<file path="config.mk">
export PLATFORM = sky130hd
export DESIGN_NAME = lnrv_icb_arbiter
export DESIGN_NICKNAME = d
export VERILOG_FILES = /design/src/rtl/lnrv_icb_defines.sv /design/src/rtl/lnrv_icb_idx_fifo.sv /design/src/rtl/lnrv_icb_arbiter.sv
export SDC_FILE = /design/constraint.sdc
export NUM_CORES = 1
export LEC_CHECK = 0
export CORE_AREA = 2 2 112 114
export CTS_CLUSTER_SIZE = 14
export DETAILED_ROUTE_END_ITERATION = 12
export DIE_AREA = 0 0 114 116
export GPL_ROUTABILITY_DRIVEN = 1
export GPL_TIMING_DRIVEN = 0
export PLACE_DENSITY = 0.67
export SETUP_SLACK_MARGIN = 0.05
export SKIP_CTS_REPAIR_TIMING = 1
export SLEW_MARGIN = 5
export SYNTH_ARGS = -nofsm -noshare
export SYNTH_HDL_FRONTEND = slang
export SYNTH_SLANG_ARGS = --single-unit
</file>
<file path="constraint.sdc">
create_clock -name clk -period 4.05 [get_ports clk]
set_input_delay 1.215 -clock clk [delete_from_list [all_inputs] [get_ports clk]]
set_output_delay 1.215 -clock clk [all_outputs]
set_load 0.02 [all_outputs]
</file>
<file path="src/rtl/lnrv_icb_defines.sv">
// Shared ICB widths, the grant-index width helper and the default outstanding
// depth used by the ICB arbiter and its index FIFO.
package lnrv_icb_defines;

    localparam int ICB_ADDR_WIDTH     = 32;
    localparam int ICB_DATA_WIDTH     = 32;
    localparam int ICB_DEF_OUTS_DEPTH = 4;

    // Width needed to hold an index in 0..n-1, never narrower than one bit.
    function automatic int lnrv_clog2(input int n);
        int r;
        r = 1;
        for (int i = 1; i < 31; i++) begin
            if ((1 << i) < n) begin
                r = i + 1;
            end
        end
        return r;
    endfunction

endpackage

</file>
<file path="src/rtl/lnrv_icb_idx_fifo.sv">
// Synchronous FIFO of grant indices; one entry per command the target has
// accepted but not yet answered, so responses can be steered in order.
module lnrv_icb_idx_fifo
    import lnrv_icb_defines::*;
#(
    parameter int P_WIDTH = 1,
    parameter int P_DEPTH = ICB_DEF_OUTS_DEPTH
) (
    input  logic               clk,
    input  logic               reset_n,
    input  logic               push_i,
    input  logic [P_WIDTH-1:0] push_data_i,
    input  logic               pop_i,
    output logic [P_WIDTH-1:0] pop_data_o,
    output logic               full_o,
    output logic               empty_o
);

    localparam int PW = $clog2(P_DEPTH);
    localparam int CW = PW + 1;

    logic [P_WIDTH-1:0] mem_q [P_DEPTH];
    logic [P_WIDTH-1:0] mem_d [P_DEPTH];
    logic [PW-1:0]      wr_ptr_q, wr_ptr_d;
    logic [PW-1:0]      rd_ptr_q, rd_ptr_d;
    logic [CW-1:0]      count_q, count_d;
    logic               do_push;
    logic               do_pop;

    assign full_o     = (count_q == CW'(P_DEPTH));
    assign empty_o    = (count_q == '0);
    assign pop_data_o = mem_q[rd_ptr_q];

    assign do_push = push_i && !full_o;
    assign do_pop  = pop_i && !empty_o;

    // Depth is a power of two, so the pointers wrap by plain overflow.
    always_comb begin
        mem_d    = mem_q;
        wr_ptr_d = wr_ptr_q;
        rd_ptr_d = rd_ptr_q;
        count_d  = count_q;
        if (do_push) begin
            mem_d[wr_ptr_q] = push_data_i;
            wr_ptr_d        = wr_ptr_q + PW'(1);
        end
        if (do_pop) begin
            rd_ptr_d = rd_ptr_q + PW'(1);
        end
        case ({do_push, do_pop})
            2'b10:   count_d = count_q + CW'(1);
            2'b01:   count_d = count_q - CW'(1);
            default: count_d = count_q;
        endcase
    end

    always_ff @(posedge clk or negedge reset_n) begin
        if (!reset_n) begin
            for (int i = 0; i < P_DEPTH; i++) begin
                mem_q[i] <= '0;
            end
            wr_ptr_q <= '0;
            rd_ptr_q <= '0;
            count_q  <= '0;
        end else begin
            mem_q    <= mem_d;
            wr_ptr_q <= wr_ptr_d;
            rd_ptr_q <= rd_ptr_d;
            count_q  <= count_d;
        end
    end

endmodule

</file>
<file path="src/rtl/lnrv_icb_arbiter.sv">
// N-master to 1-slave ICB arbiter: round-robin command grant locked across
// stalls, responses routed back in order through a FIFO of grant indices.
module lnrv_icb_arbiter
    import lnrv_icb_defines::*;
#(
    parameter int P_MST_NUM    = 2,
    parameter int P_ADDR_WIDTH = ICB_ADDR_WIDTH,
    parameter int P_DATA_WIDTH = ICB_DATA_WIDTH,
    parameter int P_OUTS_DEPTH = ICB_DEF_OUTS_DEPTH
) (
    input  logic                                  clk,
    input  logic                                  reset_n,

    input  logic [P_MST_NUM-1:0]                  m_icb_cmd_vld,
    output logic [P_MST_NUM-1:0]                  m_icb_cmd_rdy,
    input  logic [P_MST_NUM-1:0]                  m_icb_cmd_write,
    input  logic [P_MST_NUM*P_ADDR_WIDTH-1:0]     m_icb_cmd_addr,
    input  logic [P_MST_NUM*P_DATA_WIDTH-1:0]     m_icb_cmd_wdata,
    input  logic [P_MST_NUM*(P_DATA_WIDTH/8)-1:0] m_icb_cmd_wstrb,
    output logic [P_MST_NUM-1:0]                  m_icb_rsp_vld,
    input  logic [P_MST_NUM-1:0]                  m_icb_rsp_rdy,
    output logic [P_MST_NUM-1:0]                  m_icb_rsp_err,
    output logic [P_DATA_WIDTH-1:0]               m_icb_rsp_rdata,

    output logic                                  s_icb_cmd_vld,
    input  logic                                  s_icb_cmd_rdy,
    output logic                                  s_icb_cmd_write,
    output logic [P_ADDR_WIDTH-1:0]               s_icb_cmd_addr,
    output logic [P_DATA_WIDTH-1:0]               s_icb_cmd_wdata,
    output logic [P_DATA_WIDTH/8-1:0]             s_icb_cmd_wstrb,
    input  logic                                  s_icb_rsp_vld,
    output logic                                  s_icb_rsp_rdy,
    input  logic                                  s_icb_rsp_err,
    input  logic [P_DATA_WIDTH-1:0]               s_icb_rsp_rdata
);

    localparam int IW = lnrv_clog2(P_MST_NUM);
    localparam int AW = P_ADDR_WIDTH;
    localparam int DW = P_DATA_WIDTH;
    localparam int SW = P_DATA_WIDTH / 8;

    // Handshake rule on both channels: a beat transfers on the rising edge
    // where vld and rdy are both high; a master holds its command fields
    // stable from the first vld until that beat.

    logic [IW-1:0]        rr_ptr_q, rr_ptr_d;
    logic                 lock_q, lock_d;
    logic [IW-1:0]        lock_idx_q, lock_idx_d;

    logic [P_MST_NUM-1:0] vld_rot;
    logic [IW-1:0]        rr_off;
    logic [IW:0]          grant_sum;
    logic [IW-1:0]        rr_pick;
    logic [IW-1:0]        grant;
    logic [IW-1:0]        head;
    logic                 any_req;
    logic                 fifo_full;
    logic                 fifo_empty;
    logic                 cmd_hs;
    logic                 cmd_stall;
    logic                 rsp_hs;

    // Rotate the request vector so the highest-priority master sits at bit 0,
    // take the lowest set bit, then rotate the offset back.
    always_comb begin
        vld_rot   = P_MST_NUM'({m_icb_cmd_vld, m_icb_cmd_vld} >> rr_ptr_q);
        rr_off    = '0;
        for (int k = P_MST_NUM - 1; k >= 0; k--) begin
            if (vld_rot[k]) begin
                rr_off = IW'(k);
            end
        end
        grant_sum = {1'b0, rr_ptr_q} + {1'b0, rr_off};
        if (grant_sum >= (IW+1)'(P_MST_NUM)) begin
            grant_sum = grant_sum - (IW+1)'(P_MST_NUM);
        end
        rr_pick   = grant_sum[IW-1:0];
    end

    assign grant   = lock_q ? lock_idx_q : rr_pick;
    assign any_req = |m_icb_cmd_vld;

    // New commands are refused while the index FIFO is full, even if a
    // response frees a slot in the same cycle: no full-to-ready bypass.
    assign s_icb_cmd_vld = any_req && !fifo_full;

    always_comb begin
        s_icb_cmd_write = 1'b0;
        s_icb_cmd_addr  = '0;
        s_icb_cmd_wdata = '0;
        s_icb_cmd_wstrb = '0;
        m_icb_cmd_rdy   = '0;
        for (int k = 0; k < P_MST_NUM; k++) begin
            if (grant == IW'(k)) begin
                s_icb_cmd_write  = m_icb_cmd_write[k];
                s_icb_cmd_addr   = m_icb_cmd_addr[k*AW +: AW];
                s_icb_cmd_wdata  = m_icb_cmd_wdata[k*DW +: DW];
                s_icb_cmd_wstrb  = m_icb_cmd_wstrb[k*SW +: SW];
                m_icb_cmd_rdy[k] = s_icb_cmd_vld && s_icb_cmd_rdy;
            end
        end
    end

    // A response with nothing outstanding is ignored: no master sees it and
    // the target is not acknowledged.
    always_comb begin
        m_icb_rsp_vld = '0;
        s_icb_rsp_rdy = 1'b0;
        for (int k = 0; k < P_MST_NUM; k++) begin
            if (head == IW'(k)) begin
                m_icb_rsp_vld[k] = s_icb_rsp_vld && !fifo_empty;
                s_icb_rsp_rdy    = m_icb_rsp_rdy[k] && !fifo_empty;
            end
        end
    end

    assign m_icb_rsp_err   = {P_MST_NUM{s_icb_rsp_err}};
    assign m_icb_rsp_rdata = s_icb_rsp_rdata;

    assign cmd_hs    = s_icb_cmd_vld && s_icb_cmd_rdy;
    assign cmd_stall = s_icb_cmd_vld && !s_icb_cmd_rdy;
    assign rsp_hs    = s_icb_rsp_vld && s_icb_rsp_rdy;

    // A stalled grant is pinned so a late higher-priority request cannot
    // change the command already presented to the target.
    always_comb begin
        rr_ptr_d   = rr_ptr_q;
        lock_d     = lock_q;
        lock_idx_d = lock_idx_q;
        if (cmd_hs) begin
            rr_ptr_d = (grant == IW'(P_MST_NUM - 1)) ? '0 : grant + IW'(1);
            lock_d   = 1'b0;
        end else if (cmd_stall) begin
            lock_d     = 1'b1;
            lock_idx_d = grant;
        end
    end

    always_ff @(posedge clk or negedge reset_n) begin
        if (!reset_n) begin
            rr_ptr_q   <= '0;
            lock_q     <= 1'b0;
            lock_idx_q <= '0;
        end else begin
            rr_ptr_q   <= rr_ptr_d;
            lock_q     <= lock_d;
            lock_idx_q <= lock_idx_d;
        end
    end

    lnrv_icb_idx_fifo #(
        .P_WIDTH (IW),
        .P_DEPTH (P_OUTS_DEPTH)
    ) u_idx_fifo (
        .clk         (clk),
        .reset_n     (reset_n),
        .push_i      (cmd_hs),
        .push_data_i (grant),
        .pop_i       (rsp_hs),
        .pop_data_o  (head),
        .full_o      (fifo_full),
        .empty_o     (fifo_empty)
    );

endmodule

</file>
; Yosys cells after proc, flatten, opt, wreduce, memory -nomap -nowiden
; Index checks and enable logic that the tools add are counted.
[word_totals]
out_inout_bits = 109
word_cells = 69
ff_bits = 14
inputBits = 179
[op_classes]
n_reduce_logical = 18
muxes = 23
n_shift = 1
add_sub_neg = 7
n_bitwise = 3
n_lt_le_gt_ge = 4
n_eq_ne = 3
[ops]
columns = operator, n
row1 = 2-to-1 mux 32 bit, 2
row2 = 2-to-1 mux 1 bit, 16
row3 = logical AND 1 bit, 10
row4 = greater-or-equal comparator 3 bit (second input constant), 2
row5 = NOT 2 -> 3 bit, 2
row6 = case mux 3 bit (2 select lines), 1
row7 = adder 2 x 1 -> 2 bit (second input constant), 2
row8 = bitwise mux 4 bit, 1
row9 = 2-to-1 mux 4 bit, 1
row10 = nonzero test 2 bit, 2
row11 = >> shifter 4 x 1 -> 2 bit, 1
row12 = adder 3 x 1 -> 3 bit (second input constant), 1
row13 = equality test 3 bit (second input constant), 1
row14 = zero test 1 bit, 3
row15 = zero test 3 bit, 1
row16 = less-than comparator 3 x 1 -> 1 bit (second input constant), 1
row17 = subtractor 3 x 1 -> 3 bit (second input constant), 1
row18 = adder 1 x 1 -> 2 bit, 1
row19 = binary-select mux 1 bit (select 2 bit), 1
row20 = demux 1 bit (select 2 bit), 1
row21 = equality test 2 x 1 -> 1 bit (second input constant), 1
row22 = equality test 2 bit (second input constant), 1
row23 = greater-or-equal comparator 2 bit (second input constant), 1
row24 = AND reduction 2 bit, 1
row25 = other kinds (4), 4

; Logic depth before layout (Yosys ltp)
[depth]
word_depth = 9
mapped_depth = 10
mapped_depth_nobuf = 10

; By module
; From an unflattened synthesis, not the netlist that was laid out.
[hier_totals]
cells_unflattened = 197
hier_area_um2 = 1978.1
[by_module_without_submodules]
columns = module, seq_area_each_um2, cells_per_inst, area_per_inst_um2, n_inst
row1 = lnrv_icb_arbiter, 75.1, 143, 1372.6, 1
row2 = lnrv_icb_idx_fifo, 275.3, 54, 605.6, 1

; Worst setup path before layout
; Ideal clock, no wire load.
[synth_timing]
kind = input -> output
from = input m_icb_cmd_vld[0]
to = output s_icb_cmd_addr[16]
required_time_ns = 2.835
arrival_time_ns = 2.465
path_slack_ns = 0.370
n_path_buf = 2
cell_stages = 6
cell_sequence = inv_1 -> maj3_2 -> mux2i_4 -> buf_6 -> buf_4 -> mux2_1
[synth_via]
elab_chain_cells = 8
word_cells_on_any_way = 9
cone_classes = add/sub: 2 / order compare: 1 / shift: 1 / mux: 5
[synth_lines]
columns = element, line
row1 = "start, declared", lnrv_icb_arbiter.sv:14  ; input logic [P_MST_NUM-1:0] m_icb_cmd_vld,
row2 = >> shifter 4 x 1 -> 2 bit *, lnrv_icb_arbiter.sv:66  ; vld_rot = P_MST_NUM'({m_icb_cmd_vld, m_icb_cmd_vld} >> rr_ptr_q);
row3 = 2-to-1 mux 1 bit, lnrv_icb_arbiter.sv:69  ; if (vld_rot[k]) begin
row4 = 2-to-1 mux 1 bit *, lnrv_icb_arbiter.sv:69
row5 = adder 1 x 1 -> 2 bit *, lnrv_icb_arbiter.sv:73  ; grant_sum = {1'b0, rr_ptr_q} + {1'b0, rr_off};
row6 = greater-or-equal comparator 2 bit or subtractor 1 bit (tied branches), "lnrv_icb_arbiter.sv:74, lnrv_icb_arbiter.sv:75"
row7 = 2-to-1 mux 1 bit *, lnrv_icb_arbiter.sv:74  ; if (grant_sum >= (IW+1)'(P_MST_NUM)) begin
row8 = 2-to-1 mux 1 bit *, lnrv_icb_arbiter.sv:80  ; assign grant = lock_q ? lock_idx_q : rr_pick;
row9 = 2-to-1 mux 32 bit *, lnrv_icb_arbiter.sv:94  ; if (grant == IW'(k)) begin
row10 = "end, declared", lnrv_icb_arbiter.sv:28  ; output logic [P_ADDR_WIDTH-1:0] s_icb_cmd_addr,
; Mark *: on every way between the ends. The rest lies on a longest branch, timed or not.

; Worst setup path after layout
[layout_timing]
from = input m_icb_cmd_vld[1]
to = output s_icb_cmd_addr[20]
; Same word-level chain as after synthesis.

==> flow_summary.yaml <==
global_routing:
  overflow: 0
  grt_start_max_net_pins: 15
  antenna_found_initial: 0
  grt_pass1_wl_mm: 11.8
  grt_pass1_vias: 2365
  globalRouteTotalUtil_pct: 11.2
sta:
  setup_violations: 0
  final_max_slew_viol_count: 0
  slew_headroom_pct: 59.5
  skew_ns: 0.00284
  fmaxAchievable_mhz: 254
  fin_crit_ns: 3.94
  tightestPinTransition_ns: 0.606
  hold_viol_final: 0
  timing.hold.ws_ns: 0.532
  grt_setup_unrepaired: "yes"
  period_share_pct: 97.3
logic_synthesis:
  ys_ff_latch: 14
  synth_cell_types: 26
  async_flop_share_pct: 100
  netlist_instances: 185
  ys_seq_area_share_pct: 18.5
  synth_commonest_cells: "mux2_2 (48), buf_4 (39), mux2_1 (22), dfrtp_1 (14), nor2_1 (9)"
  synth_edf_count: 0
  synth.area.top_cells: "mux2_2 (29%), dfrtp_1 (19%), buf_4 (15%)"
  synth-main-ff-cell: "dfrtp_1"
  syn_area_sq_um: 1890
  yosys.area.top_type_share_pct: 28.6
  synth_fp_nets: 370
  synth.most_common_cell: "mux2_2"
  syn_area_per_cell_sq_um: 10.2
  yosys.area.top_type: "mux2_2"
  yosys_warnings: 0
setup_path:
  required_ns: 2.83
  end_kind: "primary output"
  path_class: "in -> out"
  critPathArrivalTime_ns: 2.73
  cp_max_fo: 10
  worst_setup_path_start_kind: "input pin"
status:
  status: "completed"
floorplanning:
  die_h_um: 116
  dieArea_sq_um: 13200
  fp.coreArea_sq_um: 11900
  start_util_pct: 15.9
  num_rows: 40
  die_w_um: 114
  io_pins: 288
final_layout:
  fin_nets: 645
  area_growth_pct: 154
  fin_area_sq_um: 4810
  diodes: 0
  drive_gt1_share_pct: 43.8
  fin_util_pct: 40.4
routing:
  antenna_left: 0
  avgViaCountPerCell: 3.97
  first_pass_iters: 6
  drt-total-wl_mm: 9.16
  wl_per_cell_um: 15.1
  vias: 2405
  drtIter0Drc: 45
  post-route-drc-count: 0
clock_tree:
  cts_tree: "yes"
  clockBufferDepth: 2
  insertion_delay_ns: 0.24
  clockRootBuffer: "clkbuf_16"
  path_clk_slew_ns: 0.04
  clock_sinks: 14
  htree_num_levels: 1
  cts_buffers: 3
power:
  p_per_area_nw_per_um2: 549
  p_leak_nw: 2.19
  peakVddDrop_v: 0.000244
  p_total_mw: 2.64
placed_design:
  place.gp.congestion: 0.687
  hpwl_mm: 7.72
  place_area_sq_um: 4620
  io_buffers: 254
run:
  cap_violations: 0
min_path:
  holdCritPathClass: "reg -> reg"
[layer usage]
metal	global-route usage (%)	vias to the layer above	routed length [um]
met4	1.79	0	92
li1	-	1160	-
met5	0	-	0
met3	2.20	8	814
met2	22.3	163	5030
met1	12.4	1074	3220
[final timing paths]
check,start,to,slack [ns],depth (start not counted)
worst max-delay path,m_icb_cmd_vld[1],s_icb_cmd_addr[20],0.11,8
worst min-delay path,u_idx_fifo.rd_ptr_q[1],u_idx_fifo.rd_ptr_q[1],0.53,1
worst max register to register,u_idx_fifo.rd_ptr_q[1],u_idx_fifo.count_q[2],1.73,10
worst min register to register,u_idx_fifo.rd_ptr_q[1],u_idx_fifo.rd_ptr_q[1],0.53,1
max in group asynchronous,reset_n,u_idx_fifo.count_q[0],2.30,1
min in group asynchronous,reset_n,u_idx_fifo.rd_ptr_q[0],1.35,1
[critical path, stage by stage]
cell and delay [ns]:
clkbuf_2 0.09, maj3_2 0.32, mux2i_4 0.16, buf_4 0.13
buf_6 0.13, buf_6 0.15, mux2_2 0.35, clkbuf_2 0.16
[registers in the layout, indices dropped and copies added, names as in the netlist]
| register | flops |
|---|---|
| u_idx_fifo.mem_q | 4 |
| u_idx_fifo.count_q | 3 |
| u_idx_fifo.rd_ptr_q | 2 |
| u_idx_fifo.wr_ptr_q | 2 |
| lock_idx_q | 1 |
| lock_q | 1 |
| rr_ptr_q | 1 |
[where the power goes]
group          total, mW  internal [mW]  leakage (nW)  switching, mW
Clock              0.206          0.150        0.0442         0.0569
Combinational       2.16           1.18          1.99          0.974
Sequential         0.277          0.211         0.160         0.0654
[cell usage in the layout, fill, tap and decap left out]
master / n
inv_1: 8
nand2_1: 1
buf_8: 5
clkbuf_16: 7
dlymetal6s2s_1: 5
mux2_2: 48
buf_2: 2
nor3b_1: 1
a211oi_4: 1
xnor2_1: 2
fa_1: 1
dfrtp_1: 14
maj3_2: 1
and2_1: 1
clkdlybuf4s50_1: 181
ha_1: 5
mux2i_4: 1
mux2i_1: 7
buf_4: 50
nand2b_1: 1
mux2_1: 3
clkbuf_8: 1
xor2_1: 3
buf_6: 21
a31oi_1: 5
nor2_1: 9
clkbuf_2: 45
a21oi_1: 6
nor2b_1: 1
o31ai_1: 1
o21ai_0: 2
nor3_1: 1
mux2_4: 19
[final cells by class]
cell class,instances,area (sq um)
plain buffers,43,372
repair buffers,270,2520
clock buffers,4,88.8
flip-flops and latches,14,350
well taps,147,184
fillers,1148,7100
multi-input cells,120,1260
inverters,8,30.0
[cells by family after synthesis]
| kind of cell | after synthesis | synth area share (%) |
|---|---|---|
| adders and majority gates | 7 | 4.96 |
| buffers and inverters | 51 | 19.1 |
| xor gates and xnor gates | 5 | 2.32 |
| and+or+nand+nor | 15 | 3.64 |
| muxes | 78 | 46.6 |
| DFF | 14 | 18.5 |
| AOI/OAI and AO/OA | 15 | 4.83 |
[metrics by stage]
stage                     TNS, ns  cells  worst slack, ns
after floorplan                 0    185            0.370
after global placement     -48.82    586           -0.824
after detailed placement   -47.71    586           -0.798
after CTS                  -48.16    590           -0.806
after global routing            0    606           0.0335
final                           0    606            0.110
No activity file was read; power rests on OpenSTA's default activity.
